`config.mk`:
```
export PLATFORM = sky130hd
export DESIGN_NAME = spart_tx_queue
export DESIGN_NICKNAME = d
export VERILOG_FILES = /design/src/rtl/spart_tx_queue.sv
export SDC_FILE = /design/constraint.sdc
export NUM_CORES = 1
export LEC_CHECK = 0
export CELL_PAD_IN_SITES_DETAIL_PLACEMENT = 1
export CELL_PAD_IN_SITES_GLOBAL_PLACEMENT = 1
export CORE_MARGIN = 10
export CORE_UTILIZATION = 40
export DETAILED_ROUTE_END_ITERATION = 10
export MAX_ROUTING_LAYER = met4
export PLACE_DENSITY = 0.65
export SYNTH_ARGS = -nofsm -noshare
export SYNTH_HDL_FRONTEND = slang
export SYNTH_SLANG_ARGS = --single-unit
```
`constraint.sdc`:
```
create_clock -name clk -period 7.3 [get_ports clk]
set_clock_uncertainty 0.05 [all_clocks]
set_input_delay 2.19 -clock clk [delete_from_list [all_inputs] [get_ports clk]]
set_output_delay 2.19 -clock clk [all_outputs]
set_load 0.02 [all_outputs]
```
`src/rtl/spart_tx_queue.sv`:
```
`timescale 1ns/1ps
// Transmit queue between the processor send path and the SPART.
// Buffers byte/word entries and drains them one byte per cycle, low byte first.
module spart_tx_queue #(
    parameter int ADDR_W = 3,
    parameter int BYTE_W = 8
) (
    input  logic                clk,
    input  logic                rst,
    input  logic                push,
    input  logic [2*BYTE_W-1:0] push_data,
    input  logic                push_word,
    input  logic                flush,
    input  logic                spart_full,
    output logic                push_ready,
    output logic [ADDR_W:0]     count,
    output logic                empty,
    output logic                idle,
    output logic                overflow,
    output logic                send,
    output logic [BYTE_W-1:0]   send_data
);

    localparam int DEPTH   = 2 ** ADDR_W;
    localparam int ENTRY_W = 2 * BYTE_W + 1;

    typedef enum logic {
        IDLE,
        HI_PEND
    } state_t;

    state_t              state, state_next;
    logic [ENTRY_W-1:0]  mem [DEPTH];
    logic [ADDR_W-1:0]   wr_ptr, rd_ptr;
    logic [ADDR_W:0]     count_q;
    logic [BYTE_W-1:0]   held_hi, held_hi_next;
    logic [ENTRY_W-1:0]  head;
    logic                push_acc, pop, send_next;
    logic [BYTE_W-1:0]   send_data_next;

    // Status flags come only from registered state, never from inputs.
    assign push_ready = count_q < (ADDR_W+1)'(DEPTH);
    assign empty      = (count_q == '0);
    assign idle       = empty && (state == IDLE);
    assign count      = count_q;
    assign head       = mem[rd_ptr];
    assign push_acc   = push && push_ready && !flush;

    always_comb begin
        state_next     = state;
        held_hi_next   = held_hi;
        pop            = 1'b0;
        send_next      = 1'b0;
        send_data_next = send_data;
        if (!spart_full) begin
            case (state)
                HI_PEND: begin
                    send_next      = 1'b1;
                    send_data_next = held_hi;
                    state_next     = IDLE;
                end
                IDLE: begin
                    if (!empty) begin
                        pop            = 1'b1;
                        send_next      = 1'b1;
                        send_data_next = head[BYTE_W-1:0];
                        if (head[ENTRY_W-1]) begin
                            state_next   = HI_PEND;
                            held_hi_next = head[2*BYTE_W-1:BYTE_W];
                        end
                    end
                end
                default: ;
            endcase
        end
    end

    always_ff @(posedge clk) begin
        if (push_acc) begin
            mem[wr_ptr] <= {push_word, push_data};
        end
    end

    // Flush clears queue and serializer but keeps the sticky overflow flag.
    always_ff @(posedge clk) begin
        if (rst) begin
            wr_ptr    <= '0;
            rd_ptr    <= '0;
            count_q   <= '0;
            state     <= IDLE;
            held_hi   <= '0;
            overflow  <= 1'b0;
            send      <= 1'b0;
            send_data <= '0;
        end else begin
            if (push && !push_ready) begin
                overflow <= 1'b1;
            end
            if (flush) begin
                wr_ptr  <= '0;
                rd_ptr  <= '0;
                count_q <= '0;
                state   <= IDLE;
                send    <= 1'b0;
            end else begin
                state     <= state_next;
                held_hi   <= held_hi_next;
                send      <= send_next;
                send_data <= send_data_next;
                if (push_acc) begin
                    wr_ptr <= wr_ptr + 1'b1;
                end
                if (pop) begin
                    rd_ptr <= rd_ptr + 1'b1;
                end
                count_q <= count_q + (ADDR_W+1)'(push_acc) - (ADDR_W+1)'(pop);
            end
        end
    end

endmodule

```
==> flow_summary.json, run 1 <==
{
  "p_per_area_mw_per_mm2": 266.6,
  "synthMuxAreaShare_pct": 15.46,
  "worstHoldPathType": "flip-flop to flip-flop",
  "holdWs_ps": 422.6,
  "syn_area_per_cell_sq_um": 18.37,
  "rr_worst_depth": 6,
  "drv_slew": 0,
  "die-width_um": 149.1,
  "ys_types": 35,
  "initial_core_util_pct": 40.49,
  "core_sq_mm": 0.01647,
  "final_core_util_pct": 47.80,
  "post-cts-setup-buffers": 0,
  "dp.cells": 614,
  "yosys_warnings": 0,
  "grt_overflow_total": 0,
  "worstHoldPathCells": 2,
  "die_h_um": 149.1,
  "required_ps": 7370,
  "clk_pin_slew_worst_paths_ps": 60,
  "vias_per_cell": 5.226,
  "leakagePower_nw": 2.470,
  "grt_pass1_vias": 3696,
  "drtAntennaViolNets": 0,
  "min_to": "overflow",
  "grt_usage_pct": 14.15,
  "p_clk_share_pct": 40.7,
  "synth_xor_area_share_pct": 0.7881,
  "fillers": 1555,
  "layout-drive-gt1-share_pct": 20.89,
  "pin_count": 39,
  "cts_hold_buf": 0,
  "route.detailed.drc": 0,
  "place_ws_ps": 2352,
  "rows": 47,
  "cts_buffer_depth": 2,
  "tns_ps": 0,
  "synth_seq_area_share_pct": 70.86,
  "finalWorstSetupSlack_ps": 2856,
  "final_nets": 442,
  "timing.final.crit_period_ps": 4444,
  "p_int_mw": 1.635,
  "final_cell_area_sq_mm": 0.007871,
  "status": "completed",
  "portBuffers": 38,
  "clock_sinks": 168,
  "setup_viol": 0,
  "numCtsBuffers": 17,
  "insertion_delay_ps": 430,
  "cp.arrival_ps": 4510,
  "peakVddDrop_v": 0.0001788,
  "synthCells": 363,
  "synth_top_family_by_area": "multiplexers",
  "path_max_fanout": 10,
  "synthAdderAreaFrac_pct": 1.426,
  "grt_pass1_wl_um": 22470,
  "slew_headroom_pct": 40.92,
  "r2r-start": "count[3]",
  "r2r-end": "send_data[0]",
  "cpMaxStageDelayCell": "nor2_1",
  "crit_type": "input pin to flip-flop",
  "seqPwrFrac_pct": 50.8,
  "synth_compound_area_share_pct": 2.665,
  "p_sw_share_pct": 22.10,
  "htreeDepth": 4,
  "async_reset_ff_share_pct": 0,
  "cts_resized": 0,
  "synth_simple_gate_area_share_pct": 6.831,
  "cpPeakStageDelay_ps": 720,
  "stdcell_count": 646,
  "num_antenna_cells": 0,
  "p_total_mw": 2.099,
  "synth_edf_count": 136,
  "drt-total-wl_um": 14280,
  "hold_violations": 0,
  "fmax_ghz": 0.2250,
  "synth-seq-cells": 168,
  "p_sw_mw": 0.4639,
  "cap_violations": 0,
  "antenna_found_initial": 0,
  "place.gp.congestion": 0.7303,
  "cts-root-buf": "clkbuf_16",
  "cp-end-kind": "flip-flop",
  "grt_max_degree": 37,
  "syn2layout_area_growth_pct": 18.05,
  "holdCritStartpoint": "overflow",
  "num_vias": 3376,
  "cp-start-kind": "input pin",
  "dieArea_sq_mm": 0.02223,
  "rsz0062_at_grt": "no",
  "worstPathCellList": "clkdlybuf4s50_1 > nor3b_1 > nand2b_1 > nor2_1 > buf_4",
  "syn_nets": 392,
  "finalCritPeriodShare_pct": 60.88,
  "syn_area_sq_mm": 0.006668,
  "r2r_setup_slack_ps": 4730,
  "drt_iter0_drc": 207,
  "placed_area_sq_mm": 0.007312,
  "cts_tree": "done",
  "p_comb_share_pct": 8.5,
  "hpwl_um": 8967,
  "synth-main-ff-cell": "edfxtp_1",
  "wl_per_cell_um": 22.10,
  "firstDrtPassIters": 4,
  "tightest_slew_ps": 882.9
}
==> area by class of cell <==
cell class / instances / area (sq um) / share of cell area [%]
Sequential cell: 168 / 4726 / 60.04
Multi-Input combinational cell: 171 / 1822 / 23.14
Timing Repair Buffer: 50 / 470.5 / 5.977
Clock buffer: 19 / 432.9 / 5.500
Tap cell: 220 / 275.3 / 3.497
Clock inverter: 13 / 126.4 / 1.605
Inverter: 5 / 18.77 / 0.2384
==> synthesized netlist by cell type (3+ instances only) <==
master	n	area (sq um)
buf_2	6	30.03
or3_1	3	18.77
nand2_1	7	26.28
a21oi_1	3	15.01
dfxtp_1	32	640.6
nor2b_1	10	62.56
ha_1	6	75.07
nand3b_1	17	127.6
nand2b_1	3	18.77
mux2_1	4	45.04
buf_6	4	45.04
edfxtp_1	136	4084
nor2_1	30	112.6
inv_1	5	18.77
o221ai_2	8	120.1
mux4_2	32	720.7
mux2_2	4	45.04
clkbuf_1	8	30.03
mux2i_1	22	220.2
xnor2_1	4	35.03
==> per-layer routing <==
metal  vias to the layer above  global-route usage, %  part of all wire, %
li1                       1518                      -                    -
met1                      1772                  16.69                   44
met2                        72                  23.00                   52
met3                        14                  3.762                  3.5
met4                         0                  5.005                  1.0
met5                         -                      -                    0
==> sequential cells by signal, indices dropped and copies added (netlist names), named ones only <==
| name | count |
|---|---|
| count | 4 |
| held_hi | 8 |
| mem | 136 |
| overflow | 1 |
| rd_ptr | 3 |
| send | 1 |
| send_data | 8 |
| state | 1 |
| wr_ptr | 3 |
==> worst max-delay path: cells and delay by family <==
kind / cells / cell delay [ps]
and+or+nand+nor: 3 / 1490
buffers and inverters: 2 / 820
==> cell families (layout without fill, tap and decap cells) <==
family / Yosys count / count (layout)
muxes: 62 / 62
DFF: 168 / 168
xor gates and xnor gates: 6 / 6
and+or+nand+nor: 82 / 82
AOI/OAI and AO/OA: 14 / 14
buffers and inverters: 24 / 87
adders and majority gates: 7 / 7
==> worst max-delay path by stage <==
stage	startpoint	to	slack [ps]
final	flush	mem[2][13]	2860
after global routing	flush	mem[2][13]	2680
after CTS	flush	mem[2][13]	2800
after detailed placement	flush	mem[2][13]	2350
after global placement	flush	mem[2][14]	2460
after floorplan	flush	mem[1][0]	2900
==> power by group through the flow <==
stage          Combinational, mW  Clock, mW  Sequential (mW)
2_1_floorplan             0.0986          0             1.09
3_5_place_dp               0.181          0             1.09
4_1_cts                    0.182      0.877             1.07
6_report                   0.177      0.854             1.07
3_3_place_gp               0.176          0             1.09
5_1_grt                    0.196      0.918             1.07
==> cell usage in the layout, fill, tap and decap left out, types with 4 or more instances in the layout <==
cell,instances
dfxtp_1,31
ha_1,6
nand3b_1,17
clkbuf_16,17
mux2i_1,22
mux2_1,4
inv_1,5
o221ai_2,8
nor2_1,30
clkinv_1,4
edfxtp_1,136
mux2_2,4
mux4_2,32
buf_4,12
xnor2_1,4
nand2_1,7
nor2b_1,10
clkdlybuf4s50_1,38
(Power assumes the default switching activity.)
==> inputs of run 2 (changes only) <==
==> constraint.sdc (replaced) <==
create_clock -name clk -period 4.55 [get_ports clk]
set_clock_uncertainty 0.05 [all_clocks]
set_input_delay 1.365 -clock clk [delete_from_list [all_inputs] [get_ports clk]]
set_output_delay 1.365 -clock clk [all_outputs]
set_load 0.02 [all_outputs]
==> run 2 against run 1 <==
Non-clock buffer count rose by 7. Global-route usage is 0.29 points lower. Hold slack better by 26 ps. Critical path depth is 1 lower. Final cell count grew 0.77%. Clock power is 51% higher. Core utilization up 0.068 points.
==> flow_summary.json, run 2 (synthesized netlist as in run 1, its figures left out) <==
{
  "cpPeakStageDelay_ps": 710,
  "critPathBufInv": 2,
  "seqCellArea_sq_mm": 0.004727,
  "required_ps": 3130,
  "insertion_delay_ps": 420,
  "tightest_slew_ps": 1026,
  "grt_max_degree": 37,
  "layout_common_cells": "edfxtp_1, clkdlybuf4s50_1, mux4_2",
  "final_common_cell": "edfxtp_1",
  "cap_violations": 0,
  "num_vias": 3398,
  "final_cell_area_sq_mm": 0.007883,
  "rsz0062_at_grt": "no",
  "core_sq_mm": 0.01647,
  "dieArea_sq_mm": 0.02223,
  "status": "completed",
  "largest_reg_flops": 136,
  "p_int_mw": 2.560,
  "fmax_ghz": 0.2814,
  "slew_headroom_pct": 31.61,
  "worstPathCellList": "inv_1 > ha_1 > nor3b_2 > clkdlybuf4s50_1",
  "tns_ps": 0,
  "clk_pin_slew_worst_paths_ps": 60,
  "cp.arrival_ps": 2140,
  "finalWorstSetupSlack_ps": 996.5,
  "post-cts-setup-buffers": 0,
  "holdWs_ps": 448.8,
  "p_per_area_mw_per_mm2": 418.0,
  "cts_buffer_depth": 2,
  "top_regs": "mem: 136 flops, held_hi: 8 flops, send_data: 8 flops",
  "cts_resized": 0,
  "cts-root-buf": "clkbuf_16",
  "cp-start-kind": "flip-flop",
  "rows": 47,
  "p_comb_share_pct": 8.8,
  "place_ws_ps": 864.5,
  "hpwl_um": 9119,
  "cts_hold_buf": 0,
  "drt-total-wl_um": 14210,
  "crit_type": "flip-flop to primary output",
  "grt_overflow_total": 0,
  "num_antenna_cells": 0,
  "path_max_fanout": 6,
  "initial_core_util_pct": 40.49,
  "final_core_util_pct": 47.87,
  "htreeDepth": 4,
  "p_clk_share_pct": 39.3,
  "wl_per_cell_um": 21.83,
  "worstHoldPathType": "flip-flop to flip-flop",
  "p_sw_mw": 0.7349,
  "cp-end-kind": "primary output",
  "pin_count": 39,
  "syn2layout_area_growth_pct": 18.22,
  "drtAntennaViolNets": 0,
  "grt_pass1_wl_um": 22260,
  "vias_per_cell": 5.220,
  "placed_area_sq_mm": 0.007366,
  "stdcell_count": 651,
  "final_nets": 449,
  "die-width_um": 149.1,
  "cp_top_family": "buffers and inverters",
  "cpMaxStageDelayCell": "clkdlybuf4s50_1",
  "portBuffers": 38,
  "p_sw_share_pct": 22.31,
  "layout-drive-gt1-share_pct": 22.04,
  "finalCritPeriodShare_pct": 78.10,
  "grt_pass1_vias": 3638,
  "clock_sinks": 168,
  "antenna_found_initial": 0,
  "dp.cells": 621,
  "cts_tree": "done",
  "multi_input_area_sq_mm": 0.001822,
  "largest-register": "mem",
  "hold_violations": 0,
  "drt_iter0_drc": 221,
  "fillers": 1569,
  "setup_viol": 0,
  "route.detailed.drc": 0,
  "peakVddDrop_v": 0.0002522,
  "leakagePower_nw": 2.488,
  "die_h_um": 149.1,
  "seqPwrFrac_pct": 52.0,
  "drv_slew": 0,
  "timing.final.crit_period_ps": 3554,
  "numCtsBuffers": 17,
  "firstDrtPassIters": 4,
  "place.gp.congestion": 0.7449,
  "p_total_mw": 3.295,
  "grt_usage_pct": 13.86
}
[run 2: changes by cell type in the layout (fill, tap and decap cells not counted)]
| cell | change |
|---|---|
| buf_4 | +7 |
| bufinv_16 | -1 |
| clkinv_2 | +1 |
| dfxtp_1 | -1 |
| dfxtp_2 | +1 |
| inv_6 | -2 |
[run 2: area by class of cell]
type                       instances  share of cell area, %
clock buffer                      19                  5.492
clock inverter                    11                  1.063
inverter                           5                 0.2381
multi-input combinational        171                  23.11
sequential                       168                  59.97
tap                              220                  3.492
timing repair buffer              57                  6.635
[run 2: worst paths after layout]
| kind | depth (start not counted) | to | slack, ps | from |
|---|---|---|---|---|
| setup reg to reg | 5 | held_hi[6] | 2020 | flip-flop |
| hold reg to reg | 2 | overflow | 450 | overflow |
| setup / recovery | 4 | empty | 1000 | count[3] |
| hold / removal | 2 | overflow | 450 | overflow |
[run 2: power by group through the flow]
stage | clock network, mW | logic [mW] | registers [mW]
5_1_grt | 1.38 | 0.315 | 1.72
4_1_cts | 1.33 | 0.294 | 1.71
6_report | 1.29 | 0.289 | 1.71
2_1_floorplan | 0 | 0.158 | 1.75
3_3_place_gp | 0 | 0.284 | 1.74
3_5_place_dp | 0 | 0.292 | 1.75
[run 2: metal layers]
metal | track usage [%] | part of all wire [%] | routed length [um]
met3 | 2.913 | 2.7 | 380
met5 | - | 0 | 0
met4 | 5.790 | 1.7 | 246
met2 | 22.00 | 50 | 7162
met1 | 16.93 | 45 | 6422
[run 2: worst reg2reg max path, stage by stage, from the launching register on]
cell and delay [ps]:
dfxtp_2 850, buf_4 440, mux4_2 570, mux2i_1 150
nor2_1 70, mux2_1 290
==> inputs of run 3 (changes only) <==
==> constraint.sdc (replaced) <==
create_clock -name clk -period 3.3 [get_ports clk]
set_clock_uncertainty 0.05 [all_clocks]
set_input_delay 0.99 -clock clk [delete_from_list [all_inputs] [get_ports clk]]
set_output_delay 0.99 -clock clk [all_outputs]
set_load 0.02 [all_outputs]
==> run 3 against run 2 <==
Sequential share of layout area fell by 0.72 points. Critical path depth did not move. Sequential power rose by 38%.
==> flow_summary.json, run 3 (synthesized netlist as in run 1, its figures left out) <==
{
  "grt_pass1_wl_um": 22380,
  "cp-end-kind": "primary output",
  "cp-start-kind": "flip-flop",
  "final_nets": 455,
  "slew_headroom_pct": 66.09,
  "clock_sinks": 168,
  "hold_violations": 0,
  "use_met3_pct": 3.792,
  "required_ps": 2260,
  "cap_violations": 0,
  "p_comb_share_pct": 8.8,
  "tightest_slew_ps": 508.7,
  "wl_per_cell_um": 21.56,
  "num_vias": 3399,
  "worstHoldPathType": "flip-flop to flip-flop",
  "p_clk_share_pct": 39.9,
  "layout-drive-gt1-share_pct": 23.46,
  "status": "completed",
  "timing.final.crit_period_ps": 3129,
  "p_sw_mw": 1.015,
  "cts_tree": "done",
  "syn2layout_area_growth_pct": 19.63,
  "antenna_found_initial": 0,
  "p_sw_share_pct": 22.03,
  "die-width_um": 149.1,
  "grt_use_met1_pct": 16.46,
  "setup_viol": 0,
  "insertion_delay_ps": 420,
  "cts_buffer_depth": 2,
  "numCtsBuffers": 17,
  "grtUsageMet2_pct": 22.40,
  "cts-root-buf": "clkbuf_16",
  "vias_per_cell": 5.158,
  "place.gp.congestion": 0.8023,
  "portBuffers": 38,
  "cp.arrival_ps": 2090,
  "p_per_area_mw_per_mm2": 577.7,
  "path_max_fanout": 6,
  "drv_slew": 0,
  "route.detailed.drc": 0,
  "place_ws_ps": 85.97,
  "rsz0062_at_grt": "no",
  "grt_pass1_vias": 3742,
  "finalCritPeriodShare_pct": 94.81,
  "leakagePower_nw": 2.552,
  "top_usage_layer": "met2",
  "p_int_mw": 3.593,
  "core_sq_mm": 0.01647,
  "fillers": 1576,
  "tns_ps": 0,
  "worstSetupStartpoint": "count[3]",
  "holdWs_ps": 458.8,
  "peakVddDrop_v": 0.0003672,
  "largest_reg_flops": 136,
  "holdCritStartpoint": "overflow",
  "num_antenna_cells": 0,
  "drtAntennaViolNets": 0,
  "grt_usage_pct": 13.86,
  "top_regs": "mem: 136 flops, held_hi: 8 flops, send_data: 8 flops",
  "finalWorstSetupSlack_ps": 171.2,
  "final_common_cell": "edfxtp_1",
  "htreeDepth": 4,
  "initial_core_util_pct": 40.49,
  "rows": 47,
  "firstDrtPassIters": 4,
  "die_h_um": 149.1,
  "pin_count": 39,
  "layout_common_cells": "edfxtp_1, clkdlybuf4s50_1, mux4_2",
  "fmax_ghz": 0.3196,
  "grt_overflow_total": 0,
  "seqPwrFrac_pct": 51.3,
  "dieArea_sq_mm": 0.02223,
  "r2r-start": "count[3]",
  "clk_pin_slew_worst_paths_ps": 60,
  "drt-total-wl_um": 14210,
  "largest-register": "mem",
  "hpwl_um": 9540,
  "crit_type": "flip-flop to primary output",
  "grt_max_degree": 34,
  "drt_iter0_drc": 213,
  "cts_hold_buf": 0
}
## run 3: power groups by stage
stage | combinational [mW] | sequential, mW | clock, mW
after global routing | 0.443 | 2.37 | 1.98
after detailed placement | 0.408 | 2.41 | 0
final | 0.406 | 2.36 | 1.84
after CTS | 0.410 | 2.37 | 1.88
after global placement | 0.394 | 2.41 | 0
after floorplan | 0.218 | 2.42 | 0
## run 3: worst paths after layout
kind / slack (ps) / endpoint / cells after the start
worst min-delay path: 460 / overflow / 2
worst min register to register: 460 / overflow / 2
worst max-delay path: 170 / empty / 4
worst max register to register: 920 / count[3] / 9
## run 3: metal layers
metal  part of all wire, %  vias up  wire length [um]
met4                   1.3        0               191
met1                    43     1776              6160
li1                      -     1551                 -
met5                     0        -                 0
met2                    51       57              7308
met3                   3.9       15               550
## run 3: final cells by class
cell class | count | area [sq um] | share of cell area, %
sequential | 168 | 4726 | 59.25
inverter | 5 | 18.77 | 0.2353
tap | 220 | 275.3 | 3.451
clock buffer | 25 | 508.0 | 6.369
multi-input combinational | 171 | 1828 | 22.92
clock inverter | 7 | 40.04 | 0.5020
timing repair buffer | 63 | 580.6 | 7.278
## run 3: timing repair
item,in CTS,in global routing
endpoints found under the setup margin,0,1
buffers inserted,0,0
resized for setup,0,1
## run 3: metrics by stage
step | utilization, % | instance area, sq um | power, mW | std cells
final | 48.44 | 7976 | 4.608 | 659
after global routing | 48.44 | 7976 | 4.793 | 659
after CTS | 48.40 | 7970 | 4.658 | 659
after detailed placement | 45.08 | 7422 | 2.819 | 627
after global placement | 45.08 | 7422 | 2.801 | 627
after floorplan | - | 6668 | 2.636 | 363
## run 3: worst max-delay path, stage by stage (launching register included)
cell	delay (ps)
dfxtp_1	350
inv_1	90
ha_1	170
nor3b_4	370
clkdlybuf4s50_1	690
